File: src/rtl/trace_request_dispatcher_pkg.sv
// Shared datatypes for the trace repository and its request dispatcher.
// Slot storage widths come from the defaults here; dispatcher parameters must match them.
package trace_request_dispatcher_pkg;

    localparam int TRD_TRACE_ENTRIES  = 8192;
    localparam int TRD_DATA_ADDR_W    = 32;
    localparam int TRD_TRACKER_SLOTS  = 4;
    localparam int TRD_INDEX_W        = $clog2(TRD_TRACE_ENTRIES);
    localparam int TRD_SLOT_W         = $clog2(TRD_TRACKER_SLOTS);

    typedef enum logic [1:0] {
        MAKE_REQUEST        = 2'd0,
        WAIT_FOR_PROCESSING = 2'd1,
        REQUEST_RETIRED     = 2'd2
    } mem_action_e;

    typedef struct packed {
        logic [TRD_INDEX_W-1:0]     trace_index;
        logic [TRD_DATA_ADDR_W-1:0] mem_addr;
    } active_set_entry_t;

    typedef struct packed {
        logic                       occupied;
        logic [TRD_DATA_ADDR_W-1:0] mem_addr;
        mem_action_e                action;
        logic [TRD_INDEX_W-1:0]     trace_index;
    } tracker_slot_t;

endpackage

File: src/rtl/trace_request_dispatcher_picker.sv
// Priority encoder: index of the lowest set bit plus an any-set flag.
// Purely combinational, no backpressure.
module lowest_set_picker #(
    parameter int N = 4,
    parameter int W = (N > 1) ? $clog2(N) : 1
) (
    input  logic [N-1:0] req_vec,
    output logic [W-1:0] idx,
    output logic         any
);

    always_comb begin
        idx = '0;
        any = |req_vec;
        for (int i = N - 1; i >= 0; i--) begin
            if (req_vec[i]) idx = W'(i);
        end
    end

endmodule

File: src/rtl/trace_request_dispatcher.sv
// Tracks active-set entries through cache request, wait and retirement; req/retire registered, 1 cycle after the causing edge.
// Backpressure: in_ready drops when full or on an in-flight address match; req held stable while !req_ready; retire never stalls.
module trace_request_dispatcher
    import trace_request_dispatcher_pkg::*;
#(
    parameter int TRACE_ENTRIES   = TRD_TRACE_ENTRIES,
    parameter int DATA_ADDR_WIDTH = TRD_DATA_ADDR_W,
    parameter int TRACKER_SLOTS   = TRD_TRACKER_SLOTS
) (
    input  logic                              clk,
    input  logic                              rst_n,
    input  logic                              in_valid,
    output logic                              in_ready,
    input  logic [$clog2(TRACE_ENTRIES)-1:0]  in_index,
    input  logic [DATA_ADDR_WIDTH-1:0]        in_addr,
    output logic                              req_valid,
    input  logic                              req_ready,
    output logic [DATA_ADDR_WIDTH-1:0]        req_addr,
    output logic [$clog2(TRACKER_SLOTS)-1:0]  req_slot,
    input  logic                              rsp_valid,
    input  logic [$clog2(TRACKER_SLOTS)-1:0]  rsp_slot,
    output logic                              retire_valid,
    output logic [$clog2(TRACE_ENTRIES)-1:0]  retire_index,
    output logic [DATA_ADDR_WIDTH-1:0]        retire_addr,
    output logic [$clog2(TRACKER_SLOTS):0]    occupancy,
    output logic                              tag_error
);

    localparam int SLOT_W = $clog2(TRACKER_SLOTS);
    localparam int OCC_W  = SLOT_W + 1;

    tracker_slot_t slots_q   [TRACKER_SLOTS];
    tracker_slot_t slots_nxt [TRACKER_SLOTS];

    logic                     ready_en_q;
    logic [TRACKER_SLOTS-1:0] free_vec, hit_vec, done_vec, make_vec_nxt;
    logic                     free_any, done_any, make_any;
    logic [SLOT_W-1:0]        free_idx, done_idx, make_idx;
    logic                     accept, issue, rsp_ok, rsp_bad;

    always_comb begin
        free_vec = '0;
        hit_vec  = '0;
        done_vec = '0;
        for (int i = 0; i < TRACKER_SLOTS; i++) begin
            free_vec[i] = !slots_q[i].occupied;
            hit_vec[i]  = slots_q[i].occupied && (slots_q[i].mem_addr == in_addr);
            done_vec[i] = slots_q[i].occupied && (slots_q[i].action == REQUEST_RETIRED);
        end
    end

    lowest_set_picker #(.N(TRACKER_SLOTS), .W(SLOT_W)) u_free_pick (
        .req_vec (free_vec),
        .idx     (free_idx),
        .any     (free_any)
    );

    lowest_set_picker #(.N(TRACKER_SLOTS), .W(SLOT_W)) u_done_pick (
        .req_vec (done_vec),
        .idx     (done_idx),
        .any     (done_any)
    );

    // ready_en_q keeps in_ready low through reset and the first cycle after release.
    assign in_ready = ready_en_q && free_any && !(|hit_vec);
    assign accept   = in_valid && in_ready;
    assign issue    = req_valid && req_ready;
    assign rsp_ok   = rsp_valid && slots_q[rsp_slot].occupied &&
                      (slots_q[rsp_slot].action == WAIT_FOR_PROCESSING);
    assign rsp_bad  = rsp_valid && !rsp_ok;

    always_comb begin
        for (int i = 0; i < TRACKER_SLOTS; i++) slots_nxt[i] = slots_q[i];
        if (accept) begin
            slots_nxt[free_idx].occupied    = 1'b1;
            slots_nxt[free_idx].mem_addr    = in_addr;
            slots_nxt[free_idx].action      = MAKE_REQUEST;
            slots_nxt[free_idx].trace_index = in_index;
        end
        if (issue)    slots_nxt[req_slot].action = WAIT_FOR_PROCESSING;
        if (rsp_ok)   slots_nxt[rsp_slot].action = REQUEST_RETIRED;
        if (done_any) slots_nxt[done_idx].occupied = 1'b0;
    end

    // Request selection looks at next state so a fresh entry is offered one cycle after acceptance.
    always_comb begin
        make_vec_nxt = '0;
        for (int i = 0; i < TRACKER_SLOTS; i++) begin
            make_vec_nxt[i] = slots_nxt[i].occupied && (slots_nxt[i].action == MAKE_REQUEST);
        end
    end

    lowest_set_picker #(.N(TRACKER_SLOTS), .W(SLOT_W)) u_make_pick (
        .req_vec (make_vec_nxt),
        .idx     (make_idx),
        .any     (make_any)
    );

    always_ff @(posedge clk or negedge rst_n) begin
        if (!rst_n) begin
            for (int i = 0; i < TRACKER_SLOTS; i++) slots_q[i] <= '0;
            ready_en_q   <= 1'b0;
            req_valid    <= 1'b0;
            req_addr     <= '0;
            req_slot     <= '0;
            retire_valid <= 1'b0;
            retire_index <= '0;
            retire_addr  <= '0;
            occupancy    <= '0;
            tag_error    <= 1'b0;
        end else begin
            for (int i = 0; i < TRACKER_SLOTS; i++) slots_q[i] <= slots_nxt[i];
            ready_en_q <= 1'b1;
            if (!(req_valid && !req_ready)) begin
                req_valid <= make_any;
                req_slot  <= make_idx;
                req_addr  <= slots_nxt[make_idx].mem_addr;
            end
            retire_valid <= done_any;
            retire_index <= done_any ? slots_q[done_idx].trace_index : '0;
            retire_addr  <= done_any ? slots_q[done_idx].mem_addr    : '0;
            occupancy    <= occupancy + OCC_W'(accept) - OCC_W'(done_any);
            tag_error    <= tag_error | rsp_bad;
        end
    end

endmodule
File: config.mk
export PLATFORM = sky130hd
export DESIGN_NAME = trace_request_dispatcher
export DESIGN_NICKNAME = d
export VERILOG_FILES = /design/src/rtl/trace_request_dispatcher_pkg.sv /design/src/rtl/trace_request_dispatcher_picker.sv /design/src/rtl/trace_request_dispatcher.sv
export SDC_FILE = /design/constraint.sdc
export NUM_CORES = 1
export LEC_CHECK = 0
export ABC_AREA = 1
export CAP_MARGIN = 20
export CELL_PAD_IN_SITES_DETAIL_PLACEMENT = 0
export CELL_PAD_IN_SITES_GLOBAL_PLACEMENT = 1
export CORE_UTILIZATION = 46
export DETAILED_ROUTE_END_ITERATION = 6
export PLACE_DENSITY_LB_ADDON = 0.1
export REMOVE_ABC_BUFFERS = 1
export SLEW_MARGIN = 15
export SYNTH_ARGS = -nofsm -noshare
export SYNTH_HDL_FRONTEND = slang
export SYNTH_SLANG_ARGS = --single-unit
File: constraint.sdc
create_clock -name clk -period 4.65 [get_ports clk]
set_input_delay 0.465 -clock clk [delete_from_list [all_inputs] [get_ports clk]]
set_output_delay 0.465 -clock clk [all_outputs]
set_load 0.05 [all_outputs]
==> impl_results.md <==
- Outcome: finished with violations
- Failing checks: negative hold slack
- Largest buffer count on any clock path: 3
- GRT Residual Overflow: 0
- Clock slew at reported path FFs: around 0.050 ns
- Via count: ~14000
- Most frequent cell after synthesis: nand2_1
- Die Wd: around 180 um
- Slew HR: 0.261
- Vias in the first global route: ~13000
- CTS tree: yes
- Worst ir drop on vdd: 0.489 mV
- Synthesis Warnings: 0
- Clk network pwr share: 0.198
- Initial antenna violation count: 0
- Worst Path Required: approximately 5.1 ns
- Worst Skew: just under 0.02 ns
- Final setup viols: 0
- # fillers: approximately 3200
- Synthesized instance count: 2061
- Gr usage total: 0.281
- DR WL/cell: 17.6 um
- Library cells used by synthesis: 45
- Largest stage delay, worst path: ~0.57 ns
- Crit-path slowest cell: clkdlybuf4s50_1
- Synth Flop Type: dfrtp_1
- Tcrit/Tclk final: 0.800
- First-pass GRT wire length: 73500 um
- Synthesis-stage register bit count: approximately 280
- CTS buffer count: 34
- Initial core utilization: 0.467
- Area grow syn2layout: 19.8%
- Cts hold-fix bufs: 0
- Critical Path Most Common Cell: nand2_1
- Largest net degree at the start of global routing: approximately 100
- Routed wire length: between 40000 and 50000 um
- Internal power: 7.79 mW
- Cell Area, Synth: around 15000 um2
- Seq pwr share: 0.294
- CORE AREA: about 32000 um2
- Die Y: roughly 180 um
- Avg Vias per Cell: slightly above 5
- Layout cells sized above 1: 0.0820
- FF-to-FF Start: slots_q[191]$_DFF_PN0_
- Drt first pass iters: 5
- Power density over cell area: approximately 800 nW/um2
- Slew of the pin with the lowest slew margin: around 1.1 ns
- Nets: around 2200
- Part of the power in combinational logic: 0.508
- Startpoint class of the critical path: input pin
- Ports: about 140
- HPWL Detailed: about 28000 um
- EDFF count, synth: 0
- Synth top area share: 0.459
- Hold Slack: -0.00354 ns
- Leak: about 8.7 nW
- Antenna diode count: 0
- Switching power: 6.88 mW
- H-tree levels: 2
- Post-CTS resize count: 0
- Peak Freq: 269 MHz
- Residual DRC: 0
- Mean Syn Cell Area: 7.35 um2
- Largest area contributor in the netlist: dfrtp_1
- Clock root cell: clkbuf_16
- Setup tns final: 0 ns
- R2R depth: 18
- Unrepaired setup endpoints after global routing: false
- Critical path arrival: between 4 and 5 ns
- Crit path time final: around 3.7 ns
- CP Launch Point: in_addr[0]
- # clock sinks: between 200 and 300
- Placer congestion estimate: approximately 0.90
- Register area: roughly 7000 um2
- Cell row count: 66
- Max-slew violations: 0
- Die area: between 30000 and 40000 um2
- Crit. End Element: flop
- CP cell instances: clkdlybuf4s50_1, inv_1, nand2_1, nor3b_1, nand3_1, nor2_1, nand3_1, nand3_2, nor2_8, nand2_4, inv_2, nand2_2, nand2_1, nand2_1, nor2_2, nand2_2, buf_4, nand2_2, buf_12, nand2_1, nand3_1, nand3_1, nand2_1, inv_1
- Multi-input logic area: approximately 6400 um2
- Core Util, Final: 0.559
- Sequential share of the synthesized area: 0.459
- PortBufs: approximately 140
- Switching Fraction: 0.469
- Number of max-cap violations: 0
- Worst skew pair latency: ~0.52 ns
- CP Max Fanout: 64
- Antenna-violating nets left: 0
- Ys async rst share: 1.00
- Post-synth top cells: nand2_1, inv_1, dfrtp_1
- Worst min path class: in -> async
- Crit Path Category: in -> reg
- Top post-synthesis cells by area: dfrtp_1, nand2_1, inv_1
- Post-CTS Setup Repair Bufs: 0
- Drt first-iter violations: around 1200
- Final Hold Vio Count: 1
## final cells by class
class                           count  share of cell area
Clock buffer                       47              0.0545
Clock inverter                     15              0.0134
Inverter                          339              0.0701
Multi-Input combinational cell   1336               0.354
Sequential cell                   278               0.383
Tap cell                          442              0.0305
Timing Repair Buffer              167              0.0944
## critical path, delay by kind of cell
family | cells | cell delay, ns
buffers and inverters | 6 | 1.32
and+or+nand+nor | 18 | 2.26
## cells in the final DEF (no fill, tap or decap), drive strengths merged, types with 2 or more instances in the layout
master / Yosys / final
a21oi: 16 / 16
a221oi: 3 / 3
a31oi: 46 / 46
buf: 57 / 31
bufinv: 0 / 6
clkbuf: 51 / 47
clkdlybuf4s50: 0 / 136
clkinv: 2 / 9
dfrtp: 278 / 278
ha: 2 / 2
inv: 337 / 339
mux2: 2 / 2
nand2: 623 / 623
nand3: 179 / 179
nand4: 5 / 5
nor2: 91 / 91
nor3: 8 / 8
o211ai: 45 / 45
o21ai: 210 / 210
o22ai: 11 / 11
or2: 46 / 46
xnor2: 19 / 19
xor2: 23 / 23
## routing by layer
layer	up-vias	part of all wire	track usage
met3	71	0.062	0.0440
met2	409	0.47	0.458
met4	0	0.020	0.0720
met5	-	0	0
li1	6647	-	-
met1	6442	0.45	0.390
## kinds of logic after synthesis
kind of cell	after synthesis	share of synthesized area
flip-flops	278	0.459
other	1	0.000248
buffers and inverters	447	0.119
adder cells (fa/ha/maj)	3	0.00297
XOR/XNOR	42	0.0243
multiplexers	2	0.00149
AO/OA/AOI/OAI	334	0.125
AND/OR/NAND/NOR	954	0.269
## path summary, 6_finish.rpt
path	end	slack [ns]
worst max-delay path	req_addr[20]$_DFFE_PN0N_	0.93
worst min-delay path	req_addr[6]$_DFFE_PN0N_	-0.004
worst max register to register	req_addr[3]$_DFFE_PN0N_	1.14
worst min register to register	tag_error$_DFF_PN0_	0.47
max in group asynchronous	slots_q[174]$_DFF_PN0_	3.50
min in group clk	tag_error$_DFF_PN0_	0.47
## power groups by stage
stage / Combinational [mW] / Clock (mW) / Sequential (mW)
floorplan: 4.03 / 0 / 5.03
global placement: 7.36 / 0 / 4.30
detailed placement: 7.43 / 0 / 4.31
CTS: 7.47 / 2.96 / 4.29
global route: 8.27 / 3.05 / 4.43
finish: 7.45 / 2.91 / 4.31
## per-stage QoR
stage / hold WS [ns] / std cells / setup WS, ns / instance area [um2] / power [mW]
6_report: -0.00354 / 2624 / 0.928 / 18100 / 14.7
5_1_grt: 0.0854 / 2624 / 0.620 / 18100 / 15.8
4_1_cts: 0.0449 / 2624 / 1.04 / 18100 / 14.7
3_5_place_dp: 0.452 / 2562 / 0.486 / 16900 / 11.7
3_3_place_gp: 0.453 / 2562 / 0.503 / 16900 / 11.7
2_1_floorplan: 0.169 / 1953 / -1.10 / 14600 / 9.06
Note: power is estimated with default switching activity, not from simulation.
